[config.mk]
export PLATFORM = sky130hd
export DESIGN_NAME = fetch_stage
export DESIGN_NICKNAME = d
export VERILOG_FILES = /design/src/rtl/fetch_stage_pkg.sv /design/src/rtl/fetch_stage_fifo.sv /design/src/rtl/fetch_stage.sv
export SDC_FILE = /design/constraint.sdc
export NUM_CORES = 1
export LEC_CHECK = 0
export ABC_CLOCK_PERIOD_IN_PS = 6000
export BUFFER_PORTS_ARGS = -buffer_cell sky130_fd_sc_hd__buf_2
export CELL_PAD_IN_SITES_DETAIL_PLACEMENT = 0
export CELL_PAD_IN_SITES_GLOBAL_PLACEMENT = 1
export CORE_MARGIN = 1
export CORE_UTILIZATION = 46
export CTS_CLUSTER_SIZE = 10
export DETAILED_ROUTE_END_ITERATION = 8
export HOLD_SLACK_MARGIN = 0.08
export PLACE_DENSITY = 0.87
export SYNTH_ARGS = -nofsm -noshare
export SYNTH_HDL_FRONTEND = slang
export SYNTH_SLANG_ARGS = --single-unit
[constraint.sdc]
create_clock -name clk -period 6 [get_ports clk]
set_input_delay 0.3 -clock clk [delete_from_list [all_inputs] [get_ports clk]]
set_output_delay 0.3 -clock clk [all_outputs]
set_load 0.01 [all_outputs]
[src/rtl/fetch_stage_pkg.sv]
// Shared fetch-stage definitions: architectural widths, reset PC, instruction size
// and the RUN/FLUSH state encoding used by the fetch controller.
package fetch_stage_pkg;

    localparam int          CPU_XLEN     = 32;
    localparam logic [31:0] CPU_RESET_PC = 32'h0000_0000;
    localparam int          INSN_BYTES   = 4;

    typedef enum logic {
        ST_RUN   = 1'b0,
        ST_FLUSH = 1'b1
    } fetch_state_e;

endpackage

[src/rtl/fetch_stage_fifo.sv]
// Small synchronous FIFO with push/pop/flush and an occupancy count.
// When empty, head_data keeps showing the last word popped so downstream
// outputs hold steady instead of exposing stale storage.
module fetch_stage_fifo
    import fetch_stage_pkg::*;
#(
    parameter int WIDTH = 32,
    parameter int DEPTH = 2
) (
    input  logic                       clk,
    input  logic                       rst,
    input  logic                       push,
    input  logic [WIDTH-1:0]           push_data,
    input  logic                       pop,
    input  logic                       flush,
    output logic [WIDTH-1:0]           head_data,
    output logic [$clog2(DEPTH+1)-1:0] count
);

    localparam int AW = $clog2(DEPTH);
    localparam int CW = $clog2(DEPTH + 1);
    localparam logic [CW-1:0] FULL = CW'(DEPTH);

    logic [WIDTH-1:0] mem [DEPTH];
    logic [AW-1:0]    rd_ptr;
    logic [AW-1:0]    wr_ptr;
    logic [WIDTH-1:0] last_q;
    logic             do_pop;
    logic             do_push;

    assign do_pop    = pop && (count != '0);
    assign do_push   = push && ((count != FULL) || do_pop);
    assign head_data = (count != '0) ? mem[rd_ptr] : last_q;

    // Storage, pointers and count; flush empties the queue but keeps the last popped word.
    always_ff @(posedge clk) begin
        if (rst) begin
            rd_ptr <= '0;
            wr_ptr <= '0;
            count  <= '0;
            last_q <= '0;
            for (int i = 0; i < DEPTH; i++) begin
                mem[i] <= '0;
            end
        end else if (flush) begin
            rd_ptr <= '0;
            wr_ptr <= '0;
            count  <= '0;
        end else begin
            if (do_push) begin
                mem[wr_ptr] <= push_data;
                wr_ptr      <= wr_ptr + AW'(1);
            end
            if (do_pop) begin
                last_q <= mem[rd_ptr];
                rd_ptr <= rd_ptr + AW'(1);
            end
            count <= count + CW'(do_push) - CW'(do_pop);
        end
    end

endmodule

[src/rtl/fetch_stage.sv]
// Instruction fetch stage: owns the PC, issues in-order fetches under a credit
// limit, tags responses with their PC and buffers them for decode. A redirect
// flushes all buffered work and counts outstanding responses to be dropped.
module fetch_stage
    import fetch_stage_pkg::*;
#(
    parameter int              XLEN       = CPU_XLEN,
    parameter logic [XLEN-1:0] RESET_PC   = CPU_RESET_PC,
    parameter int              FIFO_DEPTH = 2
) (
    input  logic            clk,
    input  logic            rst,
    output logic            imem_req_valid,
    input  logic            imem_req_ready,
    output logic [XLEN-1:0] imem_req_addr,
    input  logic            imem_resp_valid,
    input  logic [XLEN-1:0] imem_resp_data,
    input  logic            redirect_valid,
    input  logic [XLEN-1:0] redirect_pc,
    output logic            id_valid,
    input  logic            id_ready,
    output logic [XLEN-1:0] id_instruction,
    output logic [XLEN-1:0] id_pc
);

    localparam int              CW         = $clog2(FIFO_DEPTH + 1);
    localparam logic [CW:0]     DEPTH_W    = (CW+1)'(FIFO_DEPTH);
    localparam logic [XLEN-1:0] PC_STEP    = XLEN'(INSN_BYTES);
    localparam logic [XLEN-1:0] ALIGN_MASK = ~XLEN'(INSN_BYTES - 1);

    logic [XLEN-1:0]   pc_q;
    logic [CW-1:0]     inflight_q;
    logic [CW-1:0]     drop_q;
    fetch_state_e      state_q;

    logic [CW-1:0]     id_count;
    logic [CW-1:0]     tag_count;
    logic [XLEN-1:0]   tag_head;
    logic [2*XLEN-1:0] id_head;

    logic [CW:0]       occupancy;
    logic [CW-1:0]     inflight_less;
    logic              req_accept;
    logic              resp_keep;
    logic              id_pop;

    assign occupancy      = {1'b0, inflight_q} + {1'b0, id_count};
    assign imem_req_valid = !rst && !redirect_valid && (occupancy < DEPTH_W);
    assign imem_req_addr  = pc_q;
    assign req_accept     = imem_req_valid && imem_req_ready;
    assign inflight_less  = inflight_q - CW'(imem_resp_valid);
    assign resp_keep      = imem_resp_valid && !redirect_valid && (state_q == ST_RUN);
    assign id_valid       = (id_count != '0);
    assign id_pop         = id_valid && id_ready && !redirect_valid;
    assign {id_instruction, id_pc} = id_head;

    fetch_stage_fifo #(
        .WIDTH (2*XLEN),
        .DEPTH (FIFO_DEPTH)
    ) u_insn_fifo (
        .clk       (clk),
        .rst       (rst),
        .push      (resp_keep),
        .push_data ({imem_resp_data, tag_head}),
        .pop       (id_pop),
        .flush     (redirect_valid),
        .head_data (id_head),
        .count     (id_count)
    );

    fetch_stage_fifo #(
        .WIDTH (XLEN),
        .DEPTH (FIFO_DEPTH)
    ) u_tag_fifo (
        .clk       (clk),
        .rst       (rst),
        .push      (req_accept),
        .push_data (pc_q),
        .pop       (resp_keep),
        .flush     (redirect_valid),
        .head_data (tag_head),
        .count     (tag_count)
    );

    // Program counter: redirect wins, otherwise advance one word per accepted fetch.
    always_ff @(posedge clk) begin
        if (rst) begin
            pc_q <= RESET_PC;
        end else if (redirect_valid) begin
            pc_q <= redirect_pc & ALIGN_MASK;
        end else if (req_accept) begin
            pc_q <= pc_q + PC_STEP;
        end
    end

    // Outstanding/drop counters and the RUN/FLUSH controller that discards stale responses.
    always_ff @(posedge clk) begin
        if (rst) begin
            inflight_q <= '0;
            drop_q     <= '0;
            state_q    <= ST_RUN;
        end else if (redirect_valid) begin
            inflight_q <= inflight_less;
            drop_q     <= inflight_less;
            state_q    <= (inflight_less != '0) ? ST_FLUSH : ST_RUN;
        end else begin
            inflight_q <= inflight_q + CW'(req_accept) - CW'(imem_resp_valid);
            if (imem_resp_valid && (state_q == ST_FLUSH)) begin
                drop_q <= drop_q - CW'(1);
                if (drop_q == CW'(1)) begin
                    state_q <= ST_RUN;
                end
            end
        end
    end

    resp_has_credit: assert property (@(posedge clk) disable iff (rst)
        imem_resp_valid |-> (inflight_q != '0));

    resp_has_tag: assert property (@(posedge clk) disable iff (rst)
        resp_keep |-> (tag_count != '0));

endmodule

==> impl_metrics.env, run 1 <==
export IMPL_status="finished, final reports clean"
export IMPL_required_ns=6.13
export IMPL_synth_edff_count=184
export IMPL_grt_pass1_wl_um=50300
export IMPL_critPathMaxFanout=30
export IMPL_crit_buf_inv=2
export IMPL_drt_pass1_iter_count=5
export IMPL_hold_start="imem_resp_data[27]"
export IMPL_cap_violations=0
export IMPL_ys_top_cells_by_count="248 x nor2_1, 184 x edfxtp_1, 137 x dfxtp_1"
export IMPL_postPlaceCellArea_um2=15100
export IMPL_post_route_period_util_pct=59.1
export IMPL_r2r_start="u_insn_fifo.count[0]$_SDFF_PP0_"
export IMPL_post_cts_buffers=0
export IMPL_synth_largest_area_cell="edfxtp_1"
export IMPL_viasPerCell=5.42
export IMPL_drive_above_1_share_pct=15.1
export IMPL_max_freq_mhz=282
export IMPL_detail_route_antenna_nets=0
export IMPL_drc=0
export IMPL_synth_area_leaders="edfxtp_1 39%, dfxtp_1 19%, nor2_1 6.6%, mux2i_1 6.5%, a211oi_1 5.3%"
export IMPL_clk_pin_slew_ns=0.06
export IMPL_ys_seq_area_share_pct=58.6
export IMPL_dieArea_um2=31400
export IMPL_crit_path_end_kind="register"
export IMPL_grtUsageTotal_pct=19.9
export IMPL_worst_setup_path_type="register to register"
export IMPL_cts_resized=0
export IMPL_hpwl_um=19100
export IMPL_gr_total_overflow=0
export IMPL_post_route_min_period_ns=3.54
export IMPL_powerDensity_nw_per_um2=298
export IMPL_start_util_pct=47.2
export IMPL_worst_r2r_cell_count=8
export IMPL_root_buffer="clkbuf_16"
export IMPL_fin_setup_tns_ns=0
export IMPL_total_leakage_power_uw=0.00610
export IMPL_wl_per_cell_um=16.3
export IMPL_final_area_um2=16800
export IMPL_cts_tree="yes"
export IMPL_ys_flop_type="edfxtp_1"
export IMPL_cts_buffer_depth=3
export IMPL_path_cells="inv_1 -> nor2_1 -> fa_1 -> nor3b_1 -> o311a_1 -> buf_4 -> nor2b_1 -> or2_2"
export IMPL_finalSetupViolCount=0
export IMPL_vias=10400
export IMPL_netlist_instances=1334
export IMPL_regToRegSetupSlack_ns=2.46
export IMPL_hold_buffers=55
export IMPL_crit_family="simple AND/OR/NAND/NOR gates"
export IMPL_grt_max_degree=90
export IMPL_worst_path_max_delay_cell="o311a_1"
export IMPL_crit_arrival_ns=3.68
export IMPL_grt_pass1_vias=9864
export IMPL_nNetsFinal=1579
export IMPL_core_area_um2=29900
export IMPL_async_reset_ff_share_pct=0
export IMPL_netlist_area_um2=14100
export IMPL_diodes=0
export IMPL_die_y_um=177
export IMPL_r2r_end="u_tag_fifo.mem[0][2]$_SDFFCE_PN0P_"
export IMPL_final_hold_violation_count=0
export IMPL_whs_path_depth=2
export IMPL_htreeDepth=2
export IMPL_gp_congestion=0.813
export IMPL_synth_seq_cells=321
export IMPL_num_fill_cells=2527
export IMPL_start_kind="register"
export IMPL_hp_class="primary input to register"
export IMPL_num_io_pins=168
export IMPL_port_buffers=161
export IMPL_cts_sinks=321
export IMPL_yosys_warnings=0
export IMPL_grt_setup_unrepaired="false"
export IMPL_finClkSkew_ns=0.0302
export IMPL_fp_dieW_um=177
export IMPL_wirelength_um=31200
export IMPL_slew_headroom_pct=22.3
export IMPL_irDropWorstVdd_v=0.000184
export IMPL_grt_antenna_before_repair=0
export IMPL_synth_most_common_cell="nor2_1"
export IMPL_rows=63
export IMPL_slowest_delay_ns=0.70
export IMPL_finalMaxSlewViolations=0
export IMPL_clock_latency_ns=0.53
export IMPL_drt_iter0_drc=626
export IMPL_area_growth_pct=19.2
export IMPL_ys_types=55
export IMPL_cts_buffers=39
export IMPL_holdPathEnd="u_insn_fifo.mem[1][59]$_SDFFCE_PN0P_"
export IMPL_netlist_area_leader_share_pct=39.2
export IMPL_syn_area_per_cell_um2=10.6
export IMPL_worst_slew_pin_slew_ns=1.17
cell type report:
class | count | area [um2] | share of cell area, %
sequential | 321 | 8270 | 49.2
multi-input combinational | 892 | 5400 | 32.1
timing repair buffer | 229 | 1460 | 8.66
clock buffer | 64 | 1100 | 6.55
tap | 390 | 488 | 2.90
inverter | 16 | 60.1 | 0.357
clock inverter | 6 | 45.0 | 0.268
cells in the final DEF (no fill, tap or decap), types with 4 or more instances in the layout:
master / Yosys / final
nor2_1: 248 / 247
o31ai_1: 5 / 5
conb_1: 1 / 4
inv_1: 15 / 15
nor4_1: 4 / 4
or4_1: 14 / 14
buf_4: 4 / 14
clkbuf_16: 0 / 40
and3_1: 34 / 34
xor2_1: 6 / 6
xnor2_1: 12 / 12
o21ai_0: 34 / 34
a21oi_1: 67 / 67
dfxtp_1: 137 / 136
dlygate4sd3_1: 0 / 55
nand4_1: 10 / 10
nand3_1: 12 / 12
mux2i_1: 92 / 92
nand2_1: 67 / 67
and2_1: 98 / 97
o311ai_0: 5 / 5
buf_2: 1 / 160
ha_1: 9 / 9
or3_1: 6 / 6
a31oi_1: 8 / 8
clkbuf_1: 89 / 23
edfxtp_1: 184 / 184
a211oi_1: 99 / 99
a311oi_1: 10 / 10
metal layers:
| metal | share of wire, % | routed length (um) | GRT usage (%) | vias up |
|---|---|---|---|---|
| li1 | - | - | - | 5117 |
| met1 | 46 | 14300 | 27.1 | 4930 |
| met2 | 47 | 14700 | 32.5 | 292 |
| met3 | 5.1 | 1580 | 3.09 | 52 |
| met4 | 2.0 | 613 | 6.07 | 0 |
| met5 | 0 | 0 | 0 | - |
where the power goes:
group          internal (uW)  leakage, uW  switching (uW)  total (uW)
Clock                   1250     0.000548             860        2110
Combinational            158      0.00252             249         408
Sequential              2420      0.00303            60.9        2480
flip-flops by register name (all words and copies together) (netlist names), 2 cells and up, named ones only:
signal	count
u_insn_fifo.mem	124
u_insn_fifo.last_q	62
u_tag_fifo.mem	60
imem_req_addr	30
u_tag_fifo.last_q	30
drop_q	2
inflight_q	2
u_insn_fifo.count	2
u_tag_fifo.count	2
kinds of logic (layout without fill, tap and decap cells):
kind of cell	Yosys count	in the layout	synth area share [%]
and+or+nand+nor	519	519	17.7
DFF	321	321	58.6
AOI/OAI and AO/OA	249	249	11.7
buffers and inverters	124	315	3.47
muxes	92	92	6.53
xor gates and xnor gates	18	18	1.12
adders and majority gates	10	10	0.940
other	1	4	0.0266
worst max-delay path by stage:
stage                               startpoint                                   end  cells past startpoint
3_3_place_gp   u_insn_fifo.count[0]$_SDFF_PP0_    u_tag_fifo.mem[0][3]$_SDFFCE_PN0P_                      8
2_1_floorplan             state_q$_SDFFE_PP0P_  u_insn_fifo.mem[0][10]$_SDFFCE_PN0P_                      3
5_1_grt        u_insn_fifo.count[0]$_SDFF_PP0_    u_tag_fifo.mem[0][2]$_SDFFCE_PN0P_                      8
6_report       u_insn_fifo.count[0]$_SDFF_PP0_    u_tag_fifo.mem[0][2]$_SDFFCE_PN0P_                      8
3_5_place_dp   u_insn_fifo.count[0]$_SDFF_PP0_    u_tag_fifo.mem[0][2]$_SDFFCE_PN0P_                      8
4_1_cts        u_insn_fifo.count[0]$_SDFF_PP0_    u_tag_fifo.mem[0][2]$_SDFFCE_PN0P_                      8
through the flow:
| stage | hold WS [ns] | instances | utilization [%] | power [uW] | setup WS, ns |
|---|---|---|---|---|---|
| 2_1_floorplan | 0.422 | 1337 | - | 2760 | 1.85 |
| 3_3_place_gp | 0.484 | 1793 | 50.6 | 2900 | 2.59 |
| 3_5_place_dp | 0.488 | 1793 | 50.6 | 2910 | 2.51 |
| 4_1_cts | 0.0805 | 1918 | 56.3 | 5040 | 2.44 |
| 5_1_grt | 0.0857 | 1918 | 56.3 | 5190 | 2.20 |
| 6_report | 0.0942 | 1918 | 56.3 | 5010 | 2.46 |
Note: power is estimated with default switching activity, not from simulation.
==> run 2: changes to the inputs <==
--- a/config.mk
+++ b/config.mk
@@ -5,7 +5,7 @@
 export SDC_FILE = /design/constraint.sdc
 export NUM_CORES = 1
 export LEC_CHECK = 0
-export ABC_CLOCK_PERIOD_IN_PS = 6000
+export ABC_CLOCK_PERIOD_IN_PS = 3700
 export BUFFER_PORTS_ARGS = -buffer_cell sky130_fd_sc_hd__buf_2
 export CELL_PAD_IN_SITES_DETAIL_PLACEMENT = 0
 export CELL_PAD_IN_SITES_GLOBAL_PLACEMENT = 1
==> constraint.sdc (replaced) <==
create_clock -name clk -period 3.7 [get_ports clk]
set_input_delay 0.185 -clock clk [delete_from_list [all_inputs] [get_ports clk]]
set_output_delay 0.185 -clock clk [all_outputs]
set_load 0.01 [all_outputs]
==> impl_metrics.env, run 2 (same netlist as run 1, synthesis figures left out) <==
export IMPL_status="finished, final reports clean"
export IMPL_cts_resized=0
export IMPL_finalSetupViolCount=0
export IMPL_nNetsFinal=1593
export IMPL_viasPerCell=5.36
export IMPL_post_route_period_util_pct=81.2
export IMPL_crit_path_end_kind="register"
export IMPL_cts_buffers=39
export IMPL_grt_max_degree=125
export IMPL_root_buffer="clkbuf_16"
export IMPL_drive_above_1_share_pct=15.5
export IMPL_powerDensity_nw_per_um2=481
export IMPL_path_cells="inv_1 -> nor2_1 -> fa_1 -> or3b_1 -> or4_4 -> or4_1 -> a311oi_1"
export IMPL_final_hold_violation_count=0
export IMPL_largest_register_ffs=124
export IMPL_most_common_layout_cells="247 x nor2_1, 184 x edfxtp_1, 160 x buf_2"
export IMPL_dieArea_um2=31400
export IMPL_post_route_min_period_ns=3.00
export IMPL_wirelength_um=30700
export IMPL_gr_total_overflow=0
export IMPL_cts_buffer_depth=3
export IMPL_slew_headroom_pct=22.8
export IMPL_total_leakage_power_uw=0.00619
export IMPL_worst_slew_pin_slew_ns=1.16
export IMPL_detail_route_antenna_nets=0
export IMPL_critPathMaxFanout=10
export IMPL_cts_tree="yes"
export IMPL_register_area_um2=8270
export IMPL_diodes=0
export IMPL_port_buffers=161
export IMPL_area_growth_pct=20.5
export IMPL_max_freq_mhz=333
export IMPL_crit_family="simple AND/OR/NAND/NOR gates"
export IMPL_finalMaxSlewViolations=0
export IMPL_largestRegisters="u_insn_fifo.mem x124, u_insn_fifo.last_q x62, u_tag_fifo.mem x60"
export IMPL_wl_per_cell_um=15.9
export IMPL_rows=63
export IMPL_start_kind="register"
export IMPL_clock_latency_ns=0.53
export IMPL_finClkSkew_ns=0.0234
export IMPL_drc=0
export IMPL_num_io_pins=168
export IMPL_vias=10400
export IMPL_core_area_um2=29900
export IMPL_cap_violations=0
export IMPL_fp_dieW_um=177
export IMPL_grt_pass1_vias=9829
export IMPL_crit_arrival_ns=3.42
export IMPL_worst_path_max_delay_cell="or4_4"
export IMPL_worst_hold_slack_ns=0.109
export IMPL_required_ns=4.12
export IMPL_multiInputGateArea_um2=5400
export IMPL_worst_setup_path_type="register to register"
export IMPL_gp_congestion=0.806
export IMPL_hp_class="primary input to register"
export IMPL_slowest_delay_ns=0.65
export IMPL_start_util_pct=47.2
export IMPL_grt_setup_unrepaired="false"
export IMPL_hpwl_um=18900
export IMPL_num_fill_cells=2499
export IMPL_clk_pin_slew_ns=0.06
export IMPL_layout_commonest_cell="nor2_1"
export IMPL_grt_antenna_before_repair=0
export IMPL_regMostFlops="u_insn_fifo.mem"
export IMPL_die_y_um=177
export IMPL_htreeDepth=2
export IMPL_grtUsageTotal_pct=19.7
export IMPL_drt_iter0_drc=753
export IMPL_drt_pass1_iter_count=5
export IMPL_cts_sinks=321
export IMPL_irDropWorstVdd_v=0.000264
export IMPL_post_cts_buffers=0
export IMPL_grt_pass1_wl_um=49500
export IMPL_crit_buf_inv=1
export IMPL_fin_setup_tns_ns=0
## run 2: metal layers
layer | up-vias | GRT usage (%) | part of all wire [%]
met5 | - | 0 | 0
met4 | 0 | 6.29 | 2.1
met3 | 47 | 3.07 | 5.2
met2 | 273 | 31.8 | 46
met1 | 4887 | 27.0 | 46
li1 | 5150 | - | -
## run 2: worst min-delay path, delay by kind of cell
kind,cells,cell delay (ns)
fa+ha+maj,1,0.16
buf+inv,1,0.15
compound gates,1,0.08
## run 2: area by class of cell
type,instances,area share (%)
clock inverter,4,0.213
clock buffer,67,6.67
tap,390,2.87
multi-input combinational,892,31.7
inverter,16,0.353
sequential,321,48.6
timing repair buffer,243,9.52
## run 2: stage by stage
stage	instance area, um2	setup WS [ns]	utilization (%)	instances	total power, uW
final	17000	0.696	56.9	1933	8180
after global routing	17000	0.512	56.9	1933	8480
after global placement	15200	0.790	50.9	1799	4700
after detailed placement	15200	0.738	50.9	1799	4720
after floorplan	14100	0.862	-	1337	4470
after CTS	17000	0.707	56.9	1933	8240
## run 2: final timing paths
kind | slack [ns] | from | cells after the start | to
worst max-delay path | 0.70 | u_insn_fifo.count[0]$_SDFF_PP0_ | 7 | imem_req_addr[25]$_SDFFE_PP0P_
worst min-delay path | 0.11 | imem_resp_valid | 3 | state_q$_SDFFE_PP0P_
worst max register to register | 0.70 | u_insn_fifo.count[0]$_SDFF_PP0_ | 7 | imem_req_addr[25]$_SDFFE_PP0P_
worst min register to register | 0.49 | u_tag_fifo.last_q[8]$_SDFFE_PP0P_ | 2 | u_tag_fifo.last_q[8]$_SDFFE_PP0P_
## run 2: what timing repair did
action	CTS	global route
endpoints found under the setup margin	0	0
hold endpoints to repair	97	0
hold buffers	63	0
## run 2: power breakdown
part / switching [uW] / internal [uW]
Sequential: 98.6 / 3930
Combinational: 403 / 271
Clock: 1400 / 2080
